**config.mk**
```make
export PLATFORM = sky130hd
export DESIGN_NAME = video_timing_pipe_flat
export DESIGN_NICKNAME = d
export VERILOG_FILES = /design/src/rtl/video_timing_pkg.sv /design/src/rtl/video_timing_pipe_if.sv /design/src/rtl/video_delay_line.sv /design/src/rtl/video_timing_pipe.sv /design/src/flat_wrapper.sv
export SDC_FILE = /design/constraint.sdc
export NUM_CORES = 1
export LEC_CHECK = 0
export CORE_MARGIN = 4
export CORE_UTILIZATION = 45
export CTS_BUF_LIST = sky130_fd_sc_hd__clkbuf_8
export CTS_CLUSTER_DIAMETER = 200
export DETAILED_ROUTE_END_ITERATION = 10
export PLACE_DENSITY_LB_ADDON = 0.05
export SYNTH_ARGS = -nofsm -noshare
export SYNTH_HDL_FRONTEND = slang
export SYNTH_SLANG_ARGS = --single-unit
```
**constraint.sdc**
```tcl
create_clock -name pixel_clk -period 3.28 [get_ports pixel_clk]
set_clock_uncertainty 0.1 [all_clocks]
set_input_delay 0.656 -clock pixel_clk [delete_from_list [all_inputs] [get_ports pixel_clk]]
set_output_delay 0.656 -clock pixel_clk [all_outputs]
set_load 0.005 [all_outputs]
```
**src/rtl/video_timing_pkg.sv**
```systemverilog
// rtl/video_timing_pkg.sv - shared timing defaults and pixel/sideband types for the 640x480 text path
// Contents: DEF_* 640x480@60 timing defaults, derived DEF_H_TOTAL/DEF_V_TOTAL,
//           coord_t raster coordinate, rgb444_t pixel, sideband_t sync/enable/coordinate bundle.
package video_timing_pkg;

  localparam int DEF_H_ACTIVE = 640;
  localparam int DEF_H_FP     = 16;
  localparam int DEF_H_SYNC   = 96;
  localparam int DEF_H_BP     = 48;
  localparam int DEF_V_ACTIVE = 480;
  localparam int DEF_V_FP     = 10;
  localparam int DEF_V_SYNC   = 2;
  localparam int DEF_V_BP     = 33;
  localparam int DEF_H_TOTAL  = DEF_H_ACTIVE + DEF_H_FP + DEF_H_SYNC + DEF_H_BP;
  localparam int DEF_V_TOTAL  = DEF_V_ACTIVE + DEF_V_FP + DEF_V_SYNC + DEF_V_BP;

  typedef logic [9:0] coord_t;

  typedef struct packed {
    logic [3:0] r;
    logic [3:0] g;
    logic [3:0] b;
  } rgb444_t;

  // hs/vs are logical "inside the sync pulse" flags, not pin levels: a cleared
  // entry therefore means "no sync", independent of the output polarity.
  typedef struct packed {
    logic   hs;
    logic   vs;
    logic   de;
    coord_t x;
    coord_t y;
  } sideband_t;

endpackage

```
**src/rtl/video_timing_pipe_if.sv**
```systemverilog
// rtl/video_timing_pipe_if.sv - raster/pixel bus between the timing pipe and its pixel client/encoder
// master: timing pipe (drives draw_* decodes and the aligned output stream, reads rgb_in)
// slave : pixel client / encoder side (reads draw_* and outputs, drives rgb_in)
interface video_timing_pipe_if;
  import video_timing_pkg::*;

  coord_t     draw_x;
  coord_t     draw_y;
  logic       draw_active;
  logic       line_start;
  logic       frame_start;
  rgb444_t    rgb_in;
  logic [3:0] red;
  logic [3:0] green;
  logic [3:0] blue;
  logic       hsync;
  logic       vsync;
  logic       vde;
  coord_t     out_x;
  coord_t     out_y;

  modport master (
    output draw_x, draw_y, draw_active, line_start, frame_start,
    input  rgb_in,
    output red, green, blue, hsync, vsync, vde, out_x, out_y
  );

  modport slave (
    input  draw_x, draw_y, draw_active, line_start, frame_start,
    output rgb_in,
    input  red, green, blue, hsync, vsync, vde, out_x, out_y
  );

endinterface

```
**src/rtl/video_delay_line.sv**
```systemverilog
// rtl/video_delay_line.sv - DEPTH-stage register delay line with synchronous clear
// Ports: pixel_clk clock; arstn sync active-low clear of every stage;
//        d input word; q word presented DEPTH cycles earlier (0 after clear).
module video_delay_line #(
  parameter int WIDTH = 1,
  parameter int DEPTH = 1
) (
  input  logic             pixel_clk,
  input  logic             arstn,
  input  logic [WIDTH-1:0] d,
  output logic [WIDTH-1:0] q
);

  logic [WIDTH-1:0] stage [DEPTH];

  always_ff @(posedge pixel_clk) begin
    if (!arstn) begin
      for (int i = 0; i < DEPTH; i++) stage[i] <= '0;
    end else begin
      stage[0] <= d;
      for (int i = 1; i < DEPTH; i++) stage[i] <= stage[i-1];
    end
  end

  assign q = stage[DEPTH-1];

endmodule

```
**src/rtl/video_timing_pipe.sv**
```systemverilog
// rtl/video_timing_pipe.sv - raster counters plus latency-matched hsync/vsync/vde/RGB output stage
// Ports: pixel_clk pixel clock; arstn sync active-low reset;
//        vif (master) draw_x/draw_y/draw_active/line_start/frame_start raster decodes,
//        rgb_in client colour PIPE_LAT cycles after its coordinate, and the registered
//        red/green/blue/hsync/vsync/vde/out_x/out_y stream aligned PIPE_LAT+1 after the counter;
//        frame_cnt completed-frame counter.
module video_timing_pipe
  import video_timing_pkg::*;
#(
  parameter int PIPE_LAT = 2,
  parameter int H_ACTIVE = DEF_H_ACTIVE,
  parameter int H_FP     = DEF_H_FP,
  parameter int H_SYNC   = DEF_H_SYNC,
  parameter int H_BP     = DEF_H_BP,
  parameter int V_ACTIVE = DEF_V_ACTIVE,
  parameter int V_FP     = DEF_V_FP,
  parameter int V_SYNC   = DEF_V_SYNC,
  parameter int V_BP     = DEF_V_BP,
  parameter bit SYNC_POL = 1'b0
) (
  input  logic                pixel_clk,
  input  logic                arstn,
  video_timing_pipe_if.master vif,
  output logic [15:0]         frame_cnt
);

  localparam int H_TOTAL = H_ACTIVE + H_FP + H_SYNC + H_BP;
  localparam int V_TOTAL = V_ACTIVE + V_FP + V_SYNC + V_BP;

  if (PIPE_LAT < 1 || PIPE_LAT > 8) begin : g_bad_pipe_lat
    $error("video_timing_pipe: PIPE_LAT must be within 1..8");
  end
  if (H_TOTAL >= 1024 || V_TOTAL >= 1024) begin : g_bad_total
    $error("video_timing_pipe: H_TOTAL and V_TOTAL must be below 1024");
  end

  localparam coord_t H_LAST  = coord_t'(H_TOTAL - 1);
  localparam coord_t V_LAST  = coord_t'(V_TOTAL - 1);
  localparam coord_t H_ACT   = coord_t'(H_ACTIVE);
  localparam coord_t V_ACT   = coord_t'(V_ACTIVE);
  localparam coord_t HS_BEG  = coord_t'(H_ACTIVE + H_FP);
  localparam coord_t HS_END  = coord_t'(H_ACTIVE + H_FP + H_SYNC);
  localparam coord_t VS_BEG  = coord_t'(V_ACTIVE + V_FP);
  localparam coord_t VS_END  = coord_t'(V_ACTIVE + V_FP + V_SYNC);

  coord_t    h_cnt;
  coord_t    v_cnt;
  logic      h_wrap;
  logic      v_wrap;
  sideband_t sb_raw;
  sideband_t sb_tap;

  assign h_wrap = (h_cnt == H_LAST);
  assign v_wrap = (v_cnt == V_LAST);

  always_ff @(posedge pixel_clk) begin
    if (!arstn) begin
      h_cnt     <= '0;
      v_cnt     <= '0;
      frame_cnt <= '0;
    end else if (h_wrap) begin
      h_cnt <= '0;
      if (v_wrap) begin
        v_cnt     <= '0;
        frame_cnt <= frame_cnt + 16'd1;
      end else begin
        v_cnt <= v_cnt + 10'd1;
      end
    end else begin
      h_cnt <= h_cnt + 10'd1;
    end
  end

  // Raster decodes are combinational so the client sees them in the same
  // cycle as the counter value; while reset is held they read as (0,0).
  assign vif.draw_x      = h_cnt;
  assign vif.draw_y      = v_cnt;
  assign vif.draw_active = (h_cnt < H_ACT) && (v_cnt < V_ACT);
  assign vif.line_start  = (h_cnt == '0) && (v_cnt < V_ACT);
  assign vif.frame_start = (h_cnt == '0) && (v_cnt == '0);

  always_comb begin
    sb_raw    = '0;
    sb_raw.hs = (h_cnt >= HS_BEG) && (h_cnt < HS_END);
    sb_raw.vs = (v_cnt >= VS_BEG) && (v_cnt < VS_END);
    sb_raw.de = vif.draw_active;
    sb_raw.x  = h_cnt;
    sb_raw.y  = v_cnt;
  end

  // PIPE_LAT stages: the tap holds the sideband of the coordinate whose
  // colour the client is driving on rgb_in in the same cycle.
  video_delay_line #(
    .WIDTH ($bits(sideband_t)),
    .DEPTH (PIPE_LAT)
  ) u_sb_delay (
    .pixel_clk (pixel_clk),
    .arstn     (arstn),
    .d         (sb_raw),
    .q         (sb_tap)
  );

  always_ff @(posedge pixel_clk) begin
    if (!arstn) begin
      vif.red   <= '0;
      vif.green <= '0;
      vif.blue  <= '0;
      vif.hsync <= ~SYNC_POL;
      vif.vsync <= ~SYNC_POL;
      vif.vde   <= 1'b0;
      vif.out_x <= '0;
      vif.out_y <= '0;
    end else begin
      // Blanking forces black so whatever the client drives there is ignored.
      vif.red   <= sb_tap.de ? vif.rgb_in.r : 4'h0;
      vif.green <= sb_tap.de ? vif.rgb_in.g : 4'h0;
      vif.blue  <= sb_tap.de ? vif.rgb_in.b : 4'h0;
      vif.hsync <= sb_tap.hs ? SYNC_POL : ~SYNC_POL;
      vif.vsync <= sb_tap.vs ? SYNC_POL : ~SYNC_POL;
      vif.vde   <= sb_tap.de;
      vif.out_x <= sb_tap.x;
      vif.out_y <= sb_tap.y;
    end
  end

endmodule

```
**src/flat_wrapper.sv**
```systemverilog
// flat-port wrapper written by rule: the top's interface ports become plain ports
module video_timing_pipe_flat import video_timing_pkg::*;
#(
  parameter int PIPE_LAT = 2,
  parameter int H_ACTIVE = DEF_H_ACTIVE,
  parameter int H_FP     = DEF_H_FP,
  parameter int H_SYNC   = DEF_H_SYNC,
  parameter int H_BP     = DEF_H_BP,
  parameter int V_ACTIVE = DEF_V_ACTIVE,
  parameter int V_FP     = DEF_V_FP,
  parameter int V_SYNC   = DEF_V_SYNC,
  parameter int V_BP     = DEF_V_BP,
  parameter bit SYNC_POL = 1'b0
)
  (pixel_clk, arstn, frame_cnt, vif_draw_x, vif_draw_y, vif_draw_active, vif_line_start, vif_frame_start, vif_rgb_in, vif_red, vif_green, vif_blue, vif_hsync, vif_vsync, vif_vde, vif_out_x, vif_out_y);
  video_timing_pipe_if vif_i ();
  input  logic pixel_clk;
  input  logic arstn;
  output logic [15:0] frame_cnt;
  output wire logic [$bits(vif_i.draw_x)-1:0] vif_draw_x;
  output wire logic [$bits(vif_i.draw_y)-1:0] vif_draw_y;
  output wire logic [$bits(vif_i.draw_active)-1:0] vif_draw_active;
  output wire logic [$bits(vif_i.line_start)-1:0] vif_line_start;
  output wire logic [$bits(vif_i.frame_start)-1:0] vif_frame_start;
  input wire logic [$bits(vif_i.rgb_in)-1:0] vif_rgb_in;
  output wire logic [$bits(vif_i.red)-1:0] vif_red;
  output wire logic [$bits(vif_i.green)-1:0] vif_green;
  output wire logic [$bits(vif_i.blue)-1:0] vif_blue;
  output wire logic [$bits(vif_i.hsync)-1:0] vif_hsync;
  output wire logic [$bits(vif_i.vsync)-1:0] vif_vsync;
  output wire logic [$bits(vif_i.vde)-1:0] vif_vde;
  output wire logic [$bits(vif_i.out_x)-1:0] vif_out_x;
  output wire logic [$bits(vif_i.out_y)-1:0] vif_out_y;
  assign vif_draw_x = vif_i.draw_x;
  assign vif_draw_y = vif_i.draw_y;
  assign vif_draw_active = vif_i.draw_active;
  assign vif_line_start = vif_i.line_start;
  assign vif_frame_start = vif_i.frame_start;
  assign vif_i.rgb_in = vif_rgb_in;
  assign vif_red = vif_i.red;
  assign vif_green = vif_i.green;
  assign vif_blue = vif_i.blue;
  assign vif_hsync = vif_i.hsync;
  assign vif_vsync = vif_i.vsync;
  assign vif_vde = vif_i.vde;
  assign vif_out_x = vif_i.out_x;
  assign vif_out_y = vif_i.out_y;
  video_timing_pipe #(.PIPE_LAT(PIPE_LAT), .H_ACTIVE(H_ACTIVE), .H_FP(H_FP), .H_SYNC(H_SYNC), .H_BP(H_BP), .V_ACTIVE(V_ACTIVE), .V_FP(V_FP), .V_SYNC(V_SYNC), .V_BP(V_BP), .SYNC_POL(SYNC_POL)) u_core (.pixel_clk(pixel_clk), .arstn(arstn), .vif(vif_i), .frame_cnt(frame_cnt));
endmodule
```
Yosys cells after proc, flatten, opt, wreduce, memory -nomap -nowiden
Memories as Yosys holds them, arrays and structs flattened.
Index checks and enable logic that the tools add are counted.
Operators by class
  add/subtract/negate cells: 3
  order comparisons: 6
  equal/unequal tests: 2
  multiplexer cells: 7
  bitwise logic cells: 3
  reductions and logical operators: 10
Operators by type and width (count)
  $mux W23: 2
  $add A10 B1 Y10 const B: 2
  $eq A10 B10 Y1 const B: 2
  $logic_not A10 Y1: 2
  $lt A10 B10 Y1 const B: 2
  $lt A10 B9 Y1 const B: 2
  $add A16 B1 Y16 const B: 1
  $ge A10 B10 Y1 const B: 1
  $ge A10 B9 Y1 const B: 1
  $mux W10: 1
  $logic_and A1 B1 Y1: 5
  $mux W1: 4
  $reduce_and A2 Y1: 2
  $or A1 B1 Y1: 2
  $reduce_or A2 Y1: 1
  $not A1 Y1: 1
Word-level totals
  register bits: 71
  bits in writable memories: 46
  bits of input ports: 14
  output and inout bits: 74
  word-level logic and storage cells: 43
  memories: 1
Memories
  u_core.u_sb_delay.stage: words 2, width 23, rd ports 2, clocked after memory_dff 0, write ports 2, RTL line video_delay_line.sv:14  | logic [WIDTH-1:0] stage [DEPTH];

Logic depth before layout (Yosys ltp)
  depth in word-level cells: 3
  gate-level depth with buffers: 7
  depth with buffers taken out: 6

Cells and area by module
Synthesis repeated with hierarchy kept, for this count alone.
Unflattened totals
  cell total of the unflattened synthesis: 439
  area total of the unflattened synthesis: 4409.2 µm²
Modules (own cells, without submodules)
  video_timing_pipe: instances 1, cells each 320, area each 2950.3 µm², seq. area each 1421.4 µm²
  video_delay_line: instances 1, cells each 119, area each 1458.9 µm², seq. area each 920.9 µm²

Least setup slack after synthesis
No wires, ideal clock.
  kind: register to register
  from: register u_core.h_cnt[0], in the netlist u_core.vif.draw_x[0]
  to: register u_core.v_cnt[2], in the netlist u_core.vif.draw_y[2]
  library setup time: 0.133 ns
  data arrival time: 1.619 ns
  required time: 3.047 ns
  slack: 1.428 ns
  cell stages (with the launch flop): 8
  buffers on the path: 2
  clock period less this slack: 1.852 ns
  cells stage by stage: dfxtp_1 > ha_1 > and4_1 > buf_2 > nand3_4 > buf_4 > o21ai_1 > nor2_1
On the way
  word-level cells in the longest chain between the ends: 1
RTL lines
  from (decl): RTL line video_timing_pipe.sv:46  | coord_t h_cnt;
  from (signal assigned): RTL line video_timing_pipe.sv:70  | h_cnt <= h_cnt + 10'd1;
  $eq A10 B10 Y1: RTL line video_timing_pipe.sv:53  | assign h_wrap = (h_cnt == H_LAST);
  to (signal assigned): RTL line video_timing_pipe.sv:67  | v_cnt <= v_cnt + 10'd1;
  to (decl): RTL line video_timing_pipe.sv:47  | coord_t v_cnt;
No other way between the ends.
A chain may end at the register's enable or synchronous reset.

Final worst setup path
  from: register u_core.h_cnt[7], in the netlist u_core.vif.draw_x[7]
  to: output vif_line_start
On the way
  word-level cells in the longest chain between the ends: 2
RTL lines
  $logic_not A10 Y1: RTL line video_timing_pipe.sv:79  | assign vif.line_start = (h_cnt == '0) && (v_cnt < V_ACT);
  $logic_and A1 B1 Y1: RTL line video_timing_pipe.sv:79
  to (decl): RTL line flat_wrapper.sv:23  | output wire logic [$bits(vif_i.line_start)-1:0] vif_line_start;
No other way between the ends.

==> flow_metrics.py <==
metrics = {
    "status": {
        "status": "finished clean",
    },
    "cells_and_area": {
        "final_cells": 601,
        "multiInputGateArea_um2": 1590,
        "nNetsFinal": 500,
        "layout-drive-gt1-share_pct": 7.91,
        "seqCellArea_um2": 2340,
        "fillers": 767,
        "antenna_cells": 0,
        "areaGrowthSynthToFinish_pct": 28.8,
    },
    "placed_design": {
        "post-place-cells": 570,
        "hpwl_mm": 5.53,
        "place.gp.congestion": 0.832,
        "numPortBuffers": 87,
    },
    "clocking": {
        "cts_tree": "yes",
        "cts_buffer_depth": 2,
        "hold_buffers": 0,
        "insertion_delay_ns": 0.40,
        "clock_sinks": 117,
        "cts_made_buffers": 17,
        "cts_setup_buffers": 0,
        "cts-htree-levels": 4,
        "cts_resized": 0,
        "path_clk_slew_ns": 0.07,
        "root_buffer": "clkbuf_8",
    },
    "power": {
        "switching_share_pct": 21.5,
        "sequentialPowerShare_pct": 50.5,
        "p_per_area_nw_per_um2": 530,
        "switchingPower_uw": 613,
        "p_leak_nw": 2.07,
        "intPower_mw": 2.24,
        "peakVddDrop_uv": 267,
        "comb_power_share_pct": 2.9,
        "clock_power_share_pct": 46.6,
    },
    "sta": {
        "rsz0062_at_grt": "false",
        "setup_tns_ns": 0,
        "period_share_pct": 89.8,
        "slew_viol_final": 0,
        "worst_pin_slew_ns": 0.684,
        "hold_viol_final": 0,
        "fmax_mhz": 339,
        "maxSlewHeadroom_pct": 54.4,
        "finalSetupViolations": 0,
        "period_needed_ns": 2.95,
        "hold_slack_ns": 0.269,
    },
    "synthesis": {
        "synth_ff_type": "dfxtp_1",
        "seq_area_frac_synth_pct": 56.0,
        "yosys_warnings": 0,
        "synth_edf_count": 0,
        "synth_top_area_share_pct": 56.0,
        "mappedNetlistArea_um2": 4180,
        "netlist_top_cells_area": "dfxtp_1, and2_1, buf_4",
        "ys_types": 39,
        "synth_commonest_cells": "dfxtp_1, and2_1, and3_1, nand2_1, buf_4",
        "syn-num-nets": 429,
        "yosys.cell_count.top_type": "dfxtp_1",
        "async_flop_share_pct": 0,
        "syn_inst": 410,
        "ys_ff_latch": 117,
        "yosysTopAreaCell": "dfxtp_1",
        "avgSynthCellArea_um2": 10.2,
    },
    "hold_path": {
        "holdCritPathClass": "reg -> reg",
    },
    "drt": {
        "totalWireLength_mm": 8.33,
        "drc_errors": 0,
        "drt_iter0_drc": 97,
        "via_count": 3010,
        "viasPerCell": 5.01,
        "firstDrtPassIters": 4,
        "ant_nets": 0,
        "routedWlPerCell_um": 13.9,
    },
    "global_routing": {
        "grt_pass1_wl_mm": 13.6,
        "antenna_found_initial": 0,
        "grt_overflow": 0,
        "grt_pass1_vias": 2706,
        "grt_use_total_pct": 15.6,
        "grt_max_degree": 45,
    },
    "flow_run": {
        "max-cap-violations": 0,
    },
    "floorplanning": {
        "die_x_um": 104,
        "row_count": 34,
        "chipHeight_um": 104,
        "pin_count": 88,
        "core-area_um2": 8890,
        "initial_core_util_pct": 47.0,
        "die-area_um2": 10900,
    },
    "worst_setup_path": {
        "worstPathArrival_ns": 2.19,
        "worst-setup-path-type": "reg -> out",
        "setup.worst_path.start_class": "register",
        "worstPathMaxFanout": 8,
        "critical_path_required_ns": 2.52,
        "cp-end-kind": "output pin",
    },
}
-- final timing paths --
path                                              from                           endpoint  slack (ns)  cells past startpoint
max                    u_core.vif.draw_x[7]$_SDFF_PP0_                     vif_line_start        0.33                      4
min          u_core.u_sb_delay.stage[0][45]$_SDFF_PN0_        u_core.vif.hsync$_SDFF_PN1_        0.27                      1
max reg2reg          u_core.vif.draw_y[0]$_SDFFE_PN0P_  u_core.vif.draw_y[2]$_SDFFE_PN0P_        0.82                      6
min reg2reg  u_core.u_sb_delay.stage[0][45]$_SDFF_PN0_        u_core.vif.hsync$_SDFF_PN1_        0.27                      1
-- worst max-delay path: stages, from the launching register on --
cell,delay (ns)
dfxtp_1,0.41
nor4_1,0.29
nand4b_1,0.17
nor3b_1,0.35
clkdlybuf4s50_1,0.57
-- metrics by stage --
step / setup slack [ns] / area (µm²) / total power, mW / utilization (%)
after detailed placement: 0.800 / 4980 / 1.56 / 56.0
after global routing: 0.186 / 5390 / 2.98 / 60.6
after global placement: 0.851 / 4980 / 1.56 / 56.0
final: 0.334 / 5390 / 2.86 / 60.6
after CTS: 0.335 / 5390 / 2.90 / 60.6
after floorplan: 1.43 / 4180 / 1.51 / -
-- flip-flops by register name, summed over array words and instances (netlist names) --
name / count
u_core.frame_cnt: 16
u_core.u_sb_delay.stage: 46
u_core.vif.blue: 4
u_core.vif.draw_x: 10
u_core.vif.draw_y: 10
u_core.vif.green: 4
u_core.vif.hsync: 1
u_core.vif.out_x: 10
u_core.vif.out_y: 10
u_core.vif.red: 4
u_core.vif.vde: 1
u_core.vif.vsync: 1
-- cell usage in the layout (no fill, tap or decap), types with 4 or more instances in the layout --
| master | instances |
|---|---|
| ha_1 | 5 |
| clkdlybuf4s50_1 | 86 |
| nor4_1 | 10 |
| or3_1 | 5 |
| nand2b_1 | 6 |
| o31ai_1 | 4 |
| and2_1 | 63 |
| clkinv_2 | 4 |
| nand4_1 | 10 |
| nor2_1 | 17 |
| mux2i_1 | 6 |
| nand2_1 | 22 |
| inv_1 | 8 |
| a21oi_1 | 12 |
| and3_1 | 23 |
| o21ai_0 | 7 |
| dfxtp_1 | 117 |
| clkbuf_8 | 18 |
| nand3_1 | 14 |
| xor2_1 | 10 |
| or4_1 | 4 |
| and4_1 | 4 |
-- per-layer routing --
| metal | routed length, µm | GRT usage (%) | share of wire [%] | vias to the layer above |
|---|---|---|---|---|
| met4 | 171 | 7.03 | 2.1 | 0 |
| met2 | 3540 | 22.5 | 42 | 89 |
| li1 | - | - | - | 1525 |
| met3 | 535 | 6.02 | 6.4 | 13 |
| met1 | 4080 | 20.5 | 49 | 1383 |
| met5 | 0 | 0 | 0 | - |
-- power groups by stage --
stage          Sequential (mW)  Clock, mW  Combinational [mW]
3_3_place_gp              1.47          0              0.0853
3_5_place_dp              1.47          0              0.0859
6_report                  1.44       1.33              0.0841
2_1_floorplan             1.47          0              0.0391
4_1_cts                   1.44       1.37              0.0865
5_1_grt                   1.44       1.44              0.0932
-- cell type report --
| type | instances | share of cell area [%] |
|---|---|---|
| timing repair buffer | 90 | 16.5 |
| clock inverter | 13 | 2.95 |
| tap | 108 | 2.51 |
| sequential | 117 | 43.5 |
| inverter | 8 | 0.557 |
| clock buffer | 18 | 4.60 |
| multi-input combinational | 247 | 29.4 |
-- cells by family (layout without fill, tap and decap cells) --
logic type / count (synthesis) / after routing / synth area share, %
compound gates: 35 / 35 / 5.30
xor+xnor: 11 / 11 / 2.30
fa+ha+maj: 5 / 5 / 1.50
buf+inv: 46 / 129 / 6.07
flops: 117 / 117 / 56.0
mux: 6 / 6 / 1.44
simple gates: 190 / 190 / 27.4
No activity file was read; power rests on OpenSTA's default activity.
